$ cat src/rtl/buffered_out_device.sv
// Buffered output peripheral: CPU stores are queued in a FIFO and drained one
// word per programmable period onto a valid/ready sink, with a level interrupt.
// Ports: clk, rst (async, active high); addr/we/wdata (write path from the
// bridge); rdata (combinational read-back for addr); irq (registered
// interrupt); dout/dout_valid/dout_ready (valid/ready sink port).
module buffered_out_device #(
  parameter int DEPTH = 8,
  parameter int AW    = 3
) (
  input  logic        clk,
  input  logic        rst,
  input  logic [1:0]  addr,
  input  logic        we,
  input  logic [31:0] wdata,
  output logic [31:0] rdata,
  output logic        irq,
  output logic [31:0] dout,
  output logic        dout_valid,
  input  logic        dout_ready
);

  typedef enum logic [1:0] {
    IDLE    = 2'd0,
    WAIT    = 2'd1,
    PRESENT = 2'd2
  } state_e;

  localparam logic [AW:0] FULL_CNT = (AW+1)'(DEPTH);

  logic [31:0]   mem_q [DEPTH];
  logic [AW-1:0] wr_ptr_q, wr_ptr_d;
  logic [AW-1:0] rd_ptr_q, rd_ptr_d;
  logic [AW:0]   count_q, count_d;
  logic          en_q, en_d;
  logic          ie_q, ie_d;
  logic          ovf_q, ovf_d;
  logic [15:0]   div_q, div_d;
  logic [15:0]   cnt_q, cnt_d;
  state_e        state_q, state_d;
  logic [31:0]   dout_q, dout_d;
  logic          irq_q, irq_d;

  logic        empty;
  logic        full;
  logic        push_req;
  logic        push_ok;
  logic        pop;
  logic        ctrl_we;
  logic        div_we;
  logic [15:0] reload;
  logic [31:0] head;

  assign empty    = (count_q == '0);
  assign full     = (count_q == FULL_CNT);
  assign push_req = we && (addr == 2'd0);
  assign ctrl_we  = we && (addr == 2'd1);
  assign div_we   = we && (addr == 2'd2);
  // Full is judged on the pre-edge count, so a pop cannot make room.
  assign push_ok  = push_req && !full;
  assign pop      = (state_q == PRESENT) && dout_ready;
  assign head     = mem_q[rd_ptr_q];
  // A period of 0 behaves as 1.
  assign reload   = (div_q == 16'd0) ? 16'd0 : div_q - 16'd1;

  always_comb begin
    wr_ptr_d = wr_ptr_q;
    rd_ptr_d = rd_ptr_q;
    count_d  = count_q;
    if (push_ok) wr_ptr_d = wr_ptr_q + 1'b1;
    if (pop)     rd_ptr_d = rd_ptr_q + 1'b1;
    unique case ({push_ok, pop})
      2'b10:   count_d = count_q + 1'b1;
      2'b01:   count_d = count_q - 1'b1;
      default: count_d = count_q;
    endcase
  end

  always_comb begin
    en_d  = en_q;
    ie_d  = ie_q;
    ovf_d = ovf_q;
    div_d = div_q;
    if (push_req && full) begin
      ovf_d = 1'b1;
    end
    if (ctrl_we) begin
      en_d = wdata[0];
      ie_d = wdata[1];
      if (wdata[2]) ovf_d = 1'b0;
    end
    if (div_we) div_d = wdata[15:0];
    irq_d = ie_q & (empty | ovf_q);
  end

  always_comb begin
    state_d = state_q;
    cnt_d   = cnt_q;
    unique case (state_q)
      IDLE: begin
        if (en_q && !empty) begin
          state_d = WAIT;
          cnt_d   = reload;
        end
      end
      WAIT: begin
        if (!en_q) begin
          state_d = IDLE;
        end else if (cnt_q == 16'd0) begin
          state_d = PRESENT;
        end else begin
          cnt_d = cnt_q - 16'd1;
        end
      end
      PRESENT: begin
        // EN is only consulted after the handshake completes.
        if (dout_ready) begin
          if (en_q && (count_d != '0)) begin
            state_d = WAIT;
            cnt_d   = reload;
          end else begin
            state_d = IDLE;
          end
        end
      end
      default: state_d = IDLE;
    endcase
  end

  // dout captures the head on entry to PRESENT and holds until the pop.
  always_comb begin
    dout_d = 32'd0;
    if (state_d == PRESENT) begin
      dout_d = (state_q == PRESENT) ? dout_q : head;
    end
  end

  always_ff @(posedge clk) begin
    if (push_ok) mem_q[wr_ptr_q] <= wdata;
  end

  always_ff @(posedge clk or posedge rst) begin
    if (rst) begin
      wr_ptr_q <= '0;
      rd_ptr_q <= '0;
      count_q  <= '0;
      en_q     <= 1'b0;
      ie_q     <= 1'b0;
      ovf_q    <= 1'b0;
      div_q    <= 16'd1;
      cnt_q    <= 16'd0;
      state_q  <= IDLE;
      dout_q   <= 32'd0;
      irq_q    <= 1'b0;
    end else begin
      wr_ptr_q <= wr_ptr_d;
      rd_ptr_q <= rd_ptr_d;
      count_q  <= count_d;
      en_q     <= en_d;
      ie_q     <= ie_d;
      ovf_q    <= ovf_d;
      div_q    <= div_d;
      cnt_q    <= cnt_d;
      state_q  <= state_d;
      dout_q   <= dout_d;
      irq_q    <= irq_d;
    end
  end

  assign dout       = dout_q;
  assign dout_valid = (state_q == PRESENT);
  assign irq        = irq_q;

  always_comb begin
    rdata = 32'd0;
    unique case (addr)
      2'd0: rdata = empty ? 32'd0 : head;
      2'd1: rdata = {29'd0, ovf_q, ie_q, en_q};
      2'd2: rdata = {16'd0, div_q};
      2'd3: rdata = 32'({count_q, ovf_q, full, empty});
      default: rdata = 32'd0;
    endcase
  end

endmodule

$ cat config.mk
export PLATFORM = sky130hd
export DESIGN_NAME = buffered_out_device
export DESIGN_NICKNAME = d
export VERILOG_FILES = /design/src/rtl/buffered_out_device.sv
export SDC_FILE = /design/constraint.sdc
export NUM_CORES = 1
export LEC_CHECK = 0
export ABC_AREA = 1
export ABC_CLOCK_PERIOD_IN_PS = 5200
export CORE_ASPECT_RATIO = 0.75
export CORE_UTILIZATION = 63
export DETAILED_ROUTE_END_ITERATION = 16
export GPL_ROUTABILITY_DRIVEN = 0
export PLACE_DENSITY = 0.85
export SLEW_MARGIN = 15
export SYNTH_ARGS = -nofsm -noshare
export SYNTH_HDL_FRONTEND = slang
export SYNTH_SLANG_ARGS = --single-unit
$ cat constraint.sdc
create_clock -name clk -period 5.2 [get_ports clk]
set_input_delay 0.52 -clock clk [delete_from_list [all_inputs] [get_ports clk]]
set_output_delay 0.52 -clock clk [all_outputs]
set_load 0.005 [all_outputs]
==> metrics list <==
- Via-to-Cell Ratio: 6.132
- Number of remaining DRC errors: 0
- The commonest cells after synthesis are edfxtp_1 (256), nor2_1 (201), nand2_1 (198), o21ai_0 (148), inv_1 (108).
- Met3 usage: 5.661%
- In this run the horizontal extent of the chip is 176.6 um.
- In this run the worst path has a maximum fanout of 92.
- Final critical-path setup slack: 1.076 ns
- Number of antenna violations at the first check in global routing: 2
- Timing would allow up to 0.2425 GHz.
- Worst setup slack before clock tree synthesis: 1.296 ns
- The tightest hold path in the finished design has a slack of 0.3067 ns.
- Fin crit share: 79.31%
- Run status: complete, no violations
- Entering global routing, the biggest net connects 125 pins.
- The first global-routing pass estimated 54880 um of wire.
- Leakage component of the power: 6.657 nW
- The startpoint identified for the worst register-to-register timing path is count_q[0].
- For this block, the routed nets add up to 35680 um of wire.
- The final hold violation count is 0.
- For the pin with the worst max-slew slack, the measured transition is 1.224 ns.
- The synthesized design contains 256 enable-type register cells.
- The cell area that synthesis handed to floorplanning was 14410 um^2.
* Starting density of the core: 64.80%
- Max stage delay cell, worst path: buf_4
- Simple-gate share of the synthesized area: 13.94%
- The core region is 22230 um^2.
* Unrepaired setup endpoints after global routing: no
- After clock tree synthesis, the setup repair step added 0 buffers.
- After synthesis, the largest family of logic cells by area is simple AND/OR/NAND/NOR gates.
- STA puts the critical path data required time at 4.68 ns.
* Synth async-reset ratio: 23.81%
- Setup violations remaining at the end of the flow were counted as 0.
* Slew HR: 18.20%
- Vertical extent of the die: 133.0 um
* Clock transition time at the flip-flop clock pins of the worst setup and hold paths: 0.07 ns
- Arrival time at the worst endpoint: 3.60 ns
* Adder-Cell Fraction of Synth Area: 0.5212%
* Number of ports placed on the die boundary: 104
- The number of nets handed over by synthesis was 1374.
- In this run the tool buffered the top-level ports with 103 buffer cells.
* Fin nets: 1457
* Top Usage Layer GRT: met2
- IR drop worst, VDD: 0.3509 mV
- Summing the sequential cell areas from Yosys gives 67.27% of the chip area.
* TritonCTS clock tree: built
- For this run, the number of Yosys warnings is 0.
- Summing internal, switching and leakage power gives 0.006671 W.
- Clock network latency to the later pin of the worst-skew pair: 0.57 ns
- Filler cell count in the final layout: 1358
* Root Buffer Master: clkbuf_16
- Mean post-synth cell area: 10.83 um^2
- Number of gates resized after cts: 0
- The first TritonRoute pass finished after 6 iterations.
- In this run the core area contains 47 standard-cell rows.
* Final critical-path required period: 4.124 ns
- Counting the buffers created by CTS gives 31.
- Counting buffers and inverters, the worst setup path is 8 cells deep.
- By area the synthesized netlist is led by edfxtp_1 (53%), dfrtp_1 (14%), nor2_1 (5.2%), nand2_1 (5.2%), o21ai_0 (5.1%).
* Share of final-layout standard cells stronger than drive strength 1: 8.003%
* Ordered cell list for the critical path: buf_4 > o21ai_0 > o22ai_1 > nand2_1 > nand2_1 > nand2_1 > o221ai_1 > clkdlybuf4s50_1
- The endpoint identified for the worst register-to-register timing path is cnt_q[11].
* Sum of net half-perimeters after detailed placement: 20910 um
* Distinct cells, synth: 40
* Cell repeated most along the worst path: nand2_1
- Sort of element at the start of the critical path: flop
* Fraction of the mapped netlist area in compound gates: 11.97%
* Multiplexer area fraction after synthesis: 0%
- FF-to-FF setup slack: 2.27 ns
- Synthesized-area fraction occupied by xor and xnor cells: 1.216%
- Remaining antenna violation count: 0
- Die ar.: 23480 um^2
* Met2 Use GR: 46.30%
- Dominant synthesized flop cell: edfxtp_1
- Worst setup path endpoint: rdata[3]
- Final max-slew violation count: 0
- The largest single stage delay on the critical path is 0.76 ns.
* Quantity of hold-fixing buffers added after cts: 0
* Critical Setup Path Class: flop to output port
- By instance count, the leading cell after synthesis is edfxtp_1.
- Summed over all layers, the global routing overflow is 0.
* Power density over cell area: 397.7 nW/um^2
- Post-route setup TNS: 0 ns
- Together, buffers and inverters on the worst path number 2.
- The number of global-route vias before repair was 10.14k.
* Max-Cap Viols: 0
- Worst Reg-to-Reg Cells: 16
- With fillers left out, the area of the finished cells amounts to 16770 um^2.
- The synthesized design spends more area on one cell type than any other, namely edfxtp_1.
* Met1 track utilization from global routing: 45.22%
- The most critical setup path has its startpoint at rd_ptr_q[0].
- Register bit count reported by yosys: 336
* Class of the tightest hold or removal check: input port to async pin
* Delay-heaviest family, CP: buffers and inverters
- STA classifies the critical path endpoint as an output port.
- Number of DRC markers after the initial detailed-route iteration: 1470
- The placed instances occupy a cell area of 15700 um^2.
- Fin Clk Skew: 0.01504 ns
- No sink is reached through more buffers than the 3 on the longest clock path.
- Clock tree synthesis found a total of 336 sinks.
* Average wire length per cell after detail routing: 20.60 um
- After synthesis, the largest area contributor takes up 53.37% of total cell area.
- Compared with the post-synthesis result, the final layout area differs by 16.45%.
- For this run, the total global-route usage over all layers was measured as 30.58%.
- In this run the number of H-tree levels came out at 1.
* DR vias: 10.62k
- Post-Synthesis Cells: 1330
==> final cells by class <==
class                           count  area, um^2  share of cell area, %
Clock inverter                     23       240.2                  1.432
Antenna cell                        1       2.502                0.01492
Clock buffer                       34       787.0                  4.692
Timing Repair Buffer              120        1204                  7.175
Inverter                          116       436.7                  2.603
Sequential cell                   336        9694                  57.79
Tap cell                          294       367.9                  2.193
Multi-Input combinational cell    808        4043                  24.10
==> logic make-up (layout without fill, tap and decap cells) <==
family / count (synthesis) / in the layout
AOI/OAI and AO/OA: 300 / 300
other: 0 / 1
xor gates and xnor gates: 20 / 20
adders and majority gates: 6 / 6
DFF: 336 / 336
buffers and inverters: 186 / 293
and+or+nand+nor: 482 / 482
==> through the flow <==
| step | utilization [%] | cells |
|---|---|---|
| floorplan | - | 1330 |
| CTS | 75.24 | 1729 |
| global route | 75.46 | 1732 |
| detailed placement | 70.62 | 1672 |
| global placement | 70.62 | 1672 |
| finish | 75.46 | 1732 |
==> cell usage in the layout, fill, tap and decap left out, types with 32 or more instances in the layout <==
cell             netlist  routed
edfxtp_1             256     256
nand2_1              198     198
nor2_1               201     193
o21ai_0              148     148
inv_1                108     106
clkdlybuf4s50_1        0     103
o22ai_1               81      81
dfrtp_1               79      78
nand3_1               46      46
o211ai_1              32      32
==> worst register-to-register path: stages (launching register included) <==
cell	delay, ns
dfrtp_1	0.46
nor2_2	0.18
nand2_2	0.13
nand2_4	0.15
nand3_1	0.12
nand2_1	0.11
inv_2	0.05
ha_1	0.27
nand2_1	0.06
o21ai_0	0.11
or2_2	0.31
nor2_2	0.12
nand3_2	0.15
nand3_4	0.22
nand2_4	0.22
nand2_1	0.12
nand2_1	0.05
==> flip-flops by register name, summed over array words and instances, names as in the netlist <==
signal and count:
en_q 1, count_q 4, cnt_q 16, wr_ptr_q 3
dout 32, state_q 2, ovf_q 1, div_q 16
rd_ptr_q 3, ie_q 1, mem_q 256, irq 1
==> report_power, final <==
group          internal (W)  switching [W]  leakage (nW)
Sequential          0.00309       0.000145          3.31
Combinational      0.000396       0.000726          2.83
Clock               0.00134       0.000977         0.508
Total               0.00482        0.00185          6.66
==> per-layer routing <==
layer	vias to the layer above	share of wire, %
met5	-	0
met3	69	11
li1	4783	-
met1	5098	41
met4	0	2.0
met2	670	45
==> worst min-delay path by stage <==
stage              start   endpoint  slack [ns]
3_5_place_dp   cnt_q[15]  cnt_q[15]        0.50
6_report             rst  cnt_q[12]        0.31
2_1_floorplan  cnt_q[15]  cnt_q[15]        0.48
4_1_cts              rst   cnt_q[9]        0.31
5_1_grt              rst  cnt_q[11]        0.35
3_3_place_gp   cnt_q[15]  cnt_q[15]        0.49
No activity file was read; power rests on OpenSTA's default activity.
